<file path="config.mk">
export PLATFORM = sky130hd
export DESIGN_NAME = fifo_burst_reader
export DESIGN_NICKNAME = d
export VERILOG_FILES = /design/src/rtl/fifo_burst_reader.sv
export SDC_FILE = /design/constraint.sdc
export NUM_CORES = 1
export LEC_CHECK = 0
export ABC_AREA = 1
export CORE_MARGIN = 3
export CORE_UTILIZATION = 56
export CTS_CLUSTER_SIZE = 10
export DETAILED_ROUTE_END_ITERATION = 16
export PLACE_DENSITY = 0.85
export SLEW_MARGIN = 10
export SYNTH_ARGS = -nofsm -noshare
export SYNTH_HDL_FRONTEND = slang
export SYNTH_SLANG_ARGS = --single-unit
</file>
<file path="constraint.sdc">
create_clock -name clk -period 4.7 [get_ports clk]
set_clock_uncertainty 0.05 [all_clocks]
set_input_delay 0.705 -clock clk [delete_from_list [all_inputs] [get_ports clk]]
set_output_delay 0.705 -clock clk [all_outputs]
set_load 0.005 [all_outputs]
</file>
<file path="src/rtl/fifo_burst_reader.sv">
// fifo_burst_reader
//   Reads a burst of burst_len words from a synchronous FIFO and replays them
//   on a valid/ready output stream through a 2-entry skid buffer. Reads are
//   throttled so that buffered plus in-flight words never exceed two, which
//   keeps full throughput when m_ready=1 and never overflows the buffer.
//
//   Optional feature: define FIFO_BURST_READER_TIMEOUT_EN to abort a burst
//   after TIMEOUT consecutive FIFO-empty cycles in RUN. Without the macro the
//   block waits for data indefinitely and timeout is tied low.
//
// Ports
//   clk         clock, all state on rising edge
//   rst         asynchronous active-low reset
//   start       burst request, sampled only in IDLE
//   burst_len   word count, latched with start (0 = empty burst, done only)
//   fifo_empty  FIFO empty flag
//   fifo_rdata  FIFO read data, valid the cycle after fifo_rd_en
//   fifo_rd_en  FIFO read strobe
//   m_valid     output word valid
//   m_data      output word (oldest buffered)
//   m_ready     downstream accept
//   busy        high outside IDLE
//   done        one-cycle pulse at burst completion
//   timeout     one-cycle pulse with done when the burst was aborted
//
// state | meaning
// IDLE  | waiting for start
// RUN   | issuing FIFO reads until remaining reaches 0 (or abort)
// FLUSH | no more reads; draining in-flight and buffered words

module fifo_burst_reader #(
    parameter int WIDTH   = 8,
    parameter int LEN_W   = 8,
    parameter int TIMEOUT = 64
) (
    input  logic             clk,
    input  logic             rst,
    input  logic             start,
    input  logic [LEN_W-1:0] burst_len,
    input  logic             fifo_empty,
    input  logic [WIDTH-1:0] fifo_rdata,
    output logic             fifo_rd_en,
    output logic             m_valid,
    output logic [WIDTH-1:0] m_data,
    input  logic             m_ready,
    output logic             busy,
    output logic             done,
    output logic             timeout
);

    typedef enum logic [1:0] {S_IDLE, S_RUN, S_FLUSH} state_t;

    state_t           state, state_nxt;
    logic [LEN_W-1:0] remaining, remaining_nxt;
    logic [1:0]       occ;
    logic             inflight;
    logic [WIDTH-1:0] buf0, buf1;
    logic             pop;
    logic [2:0]       occ_proj;
    logic             abort;
    logic             aborted;
    logic             done_nxt, timeout_nxt;

    assign m_valid = (occ != 2'd0);
    assign m_data  = buf0;
    assign busy    = (state != S_IDLE);
    assign pop     = m_valid && m_ready;

    // Occupancy the buffer will have once the word already in flight lands,
    // net of this cycle's pop. A new read is only safe while this is below 2.
    assign occ_proj = {1'b0, occ} + {2'b00, inflight} - {2'b00, pop};

    assign fifo_rd_en = (state == S_RUN) && (remaining != '0) && !fifo_empty
                        && (occ_proj < 3'd2);

`ifdef FIFO_BURST_READER_TIMEOUT_EN
    localparam int TW = $clog2(TIMEOUT + 1);

    logic [TW-1:0] empty_cnt;
    logic          stall_empty;

    assign stall_empty = (state == S_RUN) && (remaining != '0) && fifo_empty;
    assign abort       = stall_empty && (empty_cnt == TW'(TIMEOUT - 1));

    always_ff @(posedge clk or negedge rst) begin
        if (!rst) begin
            empty_cnt <= '0;
        end else if (stall_empty) begin
            empty_cnt <= empty_cnt + TW'(1);
        end else begin
            empty_cnt <= '0;
        end
    end
`else
    assign abort = 1'b0;
`endif

    always_comb begin
        state_nxt     = state;
        remaining_nxt = remaining;
        done_nxt      = 1'b0;
        timeout_nxt   = 1'b0;
        case (state)
            S_IDLE: begin
                if (start) begin
                    if (burst_len != '0) begin
                        state_nxt     = S_RUN;
                        remaining_nxt = burst_len;
                    end else begin
                        done_nxt = 1'b1;
                    end
                end
            end
            S_RUN: begin
                if (fifo_rd_en) begin
                    remaining_nxt = remaining - LEN_W'(1);
                end
                if (abort) begin
                    state_nxt     = S_FLUSH;
                    remaining_nxt = '0;
                end else if (fifo_rd_en && (remaining == LEN_W'(1))) begin
                    state_nxt = S_FLUSH;
                end
            end
            S_FLUSH: begin
                // Leave on the edge that empties the buffer so done lands
                // in the cycle right after the last word is accepted.
                if (!inflight && (occ_proj == 3'd0)) begin
                    state_nxt   = S_IDLE;
                    done_nxt    = 1'b1;
                    timeout_nxt = aborted;
                end
            end
            default: state_nxt = S_IDLE;
        endcase
    end

    always_ff @(posedge clk or negedge rst) begin
        if (!rst) begin
            state     <= S_IDLE;
            remaining <= '0;
            done      <= 1'b0;
            timeout   <= 1'b0;
            aborted   <= 1'b0;
        end else begin
            state     <= state_nxt;
            remaining <= remaining_nxt;
            done      <= done_nxt;
            timeout   <= timeout_nxt;
            aborted   <= (state == S_IDLE) ? 1'b0 : (aborted | abort);
        end
    end

    // Output buffer: buf0 is always the oldest word.
    always_ff @(posedge clk or negedge rst) begin
        if (!rst) begin
            occ      <= 2'd0;
            inflight <= 1'b0;
            buf0     <= '0;
            buf1     <= '0;
        end else begin
            inflight <= fifo_rd_en;
            case ({inflight, pop})
                2'b10: begin
                    if (occ == 2'd0) begin
                        buf0 <= fifo_rdata;
                    end else begin
                        buf1 <= fifo_rdata;
                    end
                    occ <= occ + 2'd1;
                end
                2'b01: begin
                    buf0 <= buf1;
                    occ  <= occ - 2'd1;
                end
                2'b11: begin
                    if (occ == 2'd1) begin
                        buf0 <= fifo_rdata;
                    end else begin
                        buf0 <= buf1;
                        buf1 <= fifo_rdata;
                    end
                end
                default: begin
                end
            endcase
        end
    end

endmodule

</file>
# Word-level counts from Yosys, hierarchy flattened
# Cells that the tools add are included.
# totals
reg_bits,32
inputBits,21
out_inout_bits,13
elab_cells,76
# op_classes
n_addsub,5
magnitude_cmp,1
eq_ne,15
mux,23
n_reduce_logical,23
# ops
op,count
two-way mux 8 bit,7
one-hot mux 8 bit (2 select lines),2
one-hot mux 8 bit (3 select lines),1
nonzero test 8 bit,2
inequality test 2 bit (second input constant),7
nonzero test 2 bit,5
equality test 8 x 1 -> 1 bit (second input constant),1
two-way mux 2 bit,4
AND reduction 4 bit,2
subtractor 8 x 1 -> 8 bit (second input constant),1
equality test 2 x 1 -> 1 bit (second input constant),3
equality test 2 bit (second input constant),3
logical AND 1 bit,6
two-way mux 1 bit,6
one-hot mux 2 bit (3 select lines),1
logical NOT 2 bit,2
one-hot mux 2 bit (2 select lines),1
adder 2 x 1 -> 3 bit,1
logical NOT 3 bit,1
less-than comparator 3 x 2 -> 1 bit (second input constant),1
AND reduction 3 bit,1
nonzero test 3 bit,1
subtractor 3 x 1 -> 3 bit,1
adder 2 x 1 -> 2 bit (second input constant),1
other kinds (5),6

# Depth between registers and ports, before layout
# depth
ltp_word,8
ltp_mapped,18
ltp_nobuf,18

# Least setup slack after synthesis
# OpenSTA, ideal clock, no wires.
# synth_timing
path_kind,input to output
startpoint,in m_ready
endpoint,out fifo_rd_en
arrival_ns,2.254
required_ns,3.945
setup_slack_ns,1.691
cell_stages,11
path_buffers,0
path_cell_list,nand2_1 > inv_1 > ha_1 > inv_1 > ha_1 > fa_1 > inv_1 > nand3_1 > nor2_4 > nand2_4 > inv_1
# synth_via
elab_chain_len,4
# synth_rtl
item,line,text
start: declaration,45,"input logic m_ready,"
logical AND 1 bit,67,assign pop = m_valid && m_ready;
subtractor 3 x 1 -> 3 bit,71,"assign occ_proj = {1'b0, occ} + {2'b00, inflight} - {2'b00, pop};"
less-than comparator 3 x 2 -> 1 bit,74,&& (occ_proj < 3'd2);
logical AND 1 bit,74,
end: declaration,42,"output logic fifo_rd_en,"
# No other way between the ends.

# Final worst setup path
# Ends and elaborated chain as after synthesis.

==> run metrics <==
xor/xnor share of the synthesized area 0.01446; Worst EP required between 3 and 4 ns; Vias/cell 4.978; RSZ-0062 raised after global routing no; crit path launch type input pin; status finished clean; DRC violations left 0; Diodes inserted 0; Relative slew margins 0.3340; clock latency on the worst-skew pair 0.32 ns; GR Util All Layers 0.2100; global route overflow 0; Area Overhead vs Synth 23.42%; Finished Cell Area 2242 sq um; yosys warns 0; Post-synth EDFFs 0; power density over the cells 602.7 nW/um^2; worst slack at placement 0.6980 ns; GP Congestion about 0.87; WHS Path Cells 2; final worst setup slack 0.7112 ns; Min-Delay Startpoint buf1[2]$_DFFE_PN0P_; maximum clock rate 250.7 MHz; adder-cell share of the synthesized area 0.07300; # resized after CTS 0; Max Root-Sink Buffers 2; post-synthesis sequential area ratio 0.4132; Cells after Synth 242; Total Wirelength 3681 um; area of the multi-input gates roughly 870 sq um; ys async rst share 1.000; Slew @ Worst Pin 0.9923 ns; filler cell count 247; Net Sw Frac 0.4404; cts hold-fix bufs 0; Worst-path clk slew 0.09 ns; Final min period 3.989 ns; die height 62.96 um; Sw Pwr 595.2 uW; Synth Area in Simple Gates 0.2652; Mapped Area roughly 1800 sq um; multiplexer share of the synthesized area 0; Yosys reg bits 30; crit path max fanout 4; Internal roughly 760 uW; Routed Antenna Nets 0; CTS sink count 30; commonest non-fill, non-tap cell in the layout nand2_1; MaxCap Viol Count 0; Sum Neg Setup Slack 0 ns; DP Cell Count 316; worst reg2reg path startpoint occ[1]$_DFFE_PN0N_; row cnt 20; core footprint a little over 3000 sq um; Leak 1.139 nW; cts bufs inserted 5; worst hold-check path type reg -> reg; Logic pwr share 0.546; DRT iter0 DRCs approximately 140; # setup viols final 0; via count 1613; worst r2r dst remaining[0]$_DFFE_PN0P_; Clk pwr share 0.117; WHS 0.4553 ns; initial antenna violation count 0; worst reg-to-reg path cell count 17; DIE WIDTH 62.96 um; IO buf count 32; share of cells above drive strength 1 0.08214; CTS tree built; Flop pwr share 0.337; maximum vdd ir drop 0.3375 mV; CTS root buf clkbuf_4; Initial Utilization 0.5902; drt pass-1 iters 4; Synth Area in Compound Gates 0.1253; arrival time at the worst endpoint 3.23 ns; vias in the first global route 1538; Mapped Nets 273; mean area per synthesized cell around 7.5 sq um; HPWL Detailed 2748 um; most frequent cells in the layout nand2_1, inv_1, clkdlybuf4s50_1, dfrtp_1, o21ai_1; post-route non-filler standard cell count 324; CP endpoint kind output pin; Die ar. 3963 sq um; Slew Limit Fails 0; routed len/inst ~11 um; DP Area approximately 2200 sq um; FF+latch area around 750 sq um; dominant synthesized flop cell dfrtp_1; # H-tree levels 2; IO Pins 34; total power 1.351 mW; Post-CTS Setup Bufs 0; nets@finish just over 300; Fin. Hold Viols 0; reg2reg setup slack between 1.5 and 2 ns; largest family of logic cells by synthesized area simple AND/OR/NAND/NOR gates; Finished Core Util 0.7285; Period Utilization, post-route 0.8487; largest net degree at the start of global routing 31; Setup CP Type in -> out; first-pass GRT wire length ~6600 um; hold path endpoint buf1[2]$_DFFE_PN0P_; post-synth cell types 26
==> Yosys cell counts (all sizes together), types with 3 or more instances <==
| cell | instances | area, sq um |
|---|---|---|
| o22ai | 9 | 56.30 |
| xnor2 | 3 | 26.28 |
| inv | 46 | 172.7 |
| nand3 | 9 | 45.04 |
| buf | 3 | 17.52 |
| nand2 | 74 | 302.8 |
| o21ai | 25 | 125.1 |
| ha | 9 | 112.6 |
| dfrtp | 30 | 750.7 |
| nand4 | 5 | 37.53 |
| a21oi | 4 | 31.28 |
| nor2 | 19 | 88.84 |
==> registers in the layout, summed over array words and instances, names as in the netlist <==
signal,flops
buf1,8
done,1
inflight,1
m_data,8
occ,2
remaining,8
state,2
==> worst max-delay path by stage <==
stage	from	endpoint	slack, ns	cells after the start
global route	m_ready	fifo_rd_en	0.51	13
floorplan	m_ready	fifo_rd_en	1.69	11
CTS	m_ready	fifo_rd_en	0.70	13
detailed placement	m_ready	fifo_rd_en	0.70	13
global placement	m_ready	fifo_rd_en	0.74	13
finish	m_ready	fifo_rd_en	0.71	13
==> power groups by stage <==
stage	sequential (mW)	clock, mW	combinational, mW
finish	0.455	0.158	0.738
global route	0.470	0.178	0.859
CTS	0.452	0.165	0.743
detailed placement	0.456	0	0.738
global placement	0.449	0	0.718
floorplan	0.440	0	0.527
==> per-layer routing <==
metal  up-vias  global-route usage  routed length (um)
met3         4             0.06655                 209
met5         -                   0                   0
met2        53              0.3465                1794
met1       722              0.2547                1635
met4         0             0.07989                  41
li1        834                   -                   -
==> worst max-delay path, cell delays in order <==
cell and delay, ns:
clkdlybuf4s50_1 0.39, nand2_1 0.10, inv_1 0.07, ha_1 0.34
inv_1 0.06, ha_1 0.18, fa_1 0.42, inv_1 0.09
nand3_1 0.11, nor2_4 0.13, nand2_4 0.08, inv_1 0.07
clkdlybuf4s50_1 0.49
==> layout make-up <==
class                   count  area share
multi-input cells         162      0.3890
repair buffers             33      0.1462
well taps                  44     0.02455
inverters                  47     0.07868
clock buffers               7     0.02455
flip-flops and latches     30      0.3348
clock inverters             1    0.002232
==> logic make-up (layout without fill, tap and decap cells) <==
kind of cell / count (synthesis) / after routing
DFF: 30 / 30
AOI/OAI and AO/OA: 40 / 40
and+or+nand+nor: 108 / 108
buffers and inverters: 50 / 88
xor gates and xnor gates: 3 / 3
other: 1 / 1
adders and majority gates: 10 / 10
No activity file was read; power rests on OpenSTA's default activity.
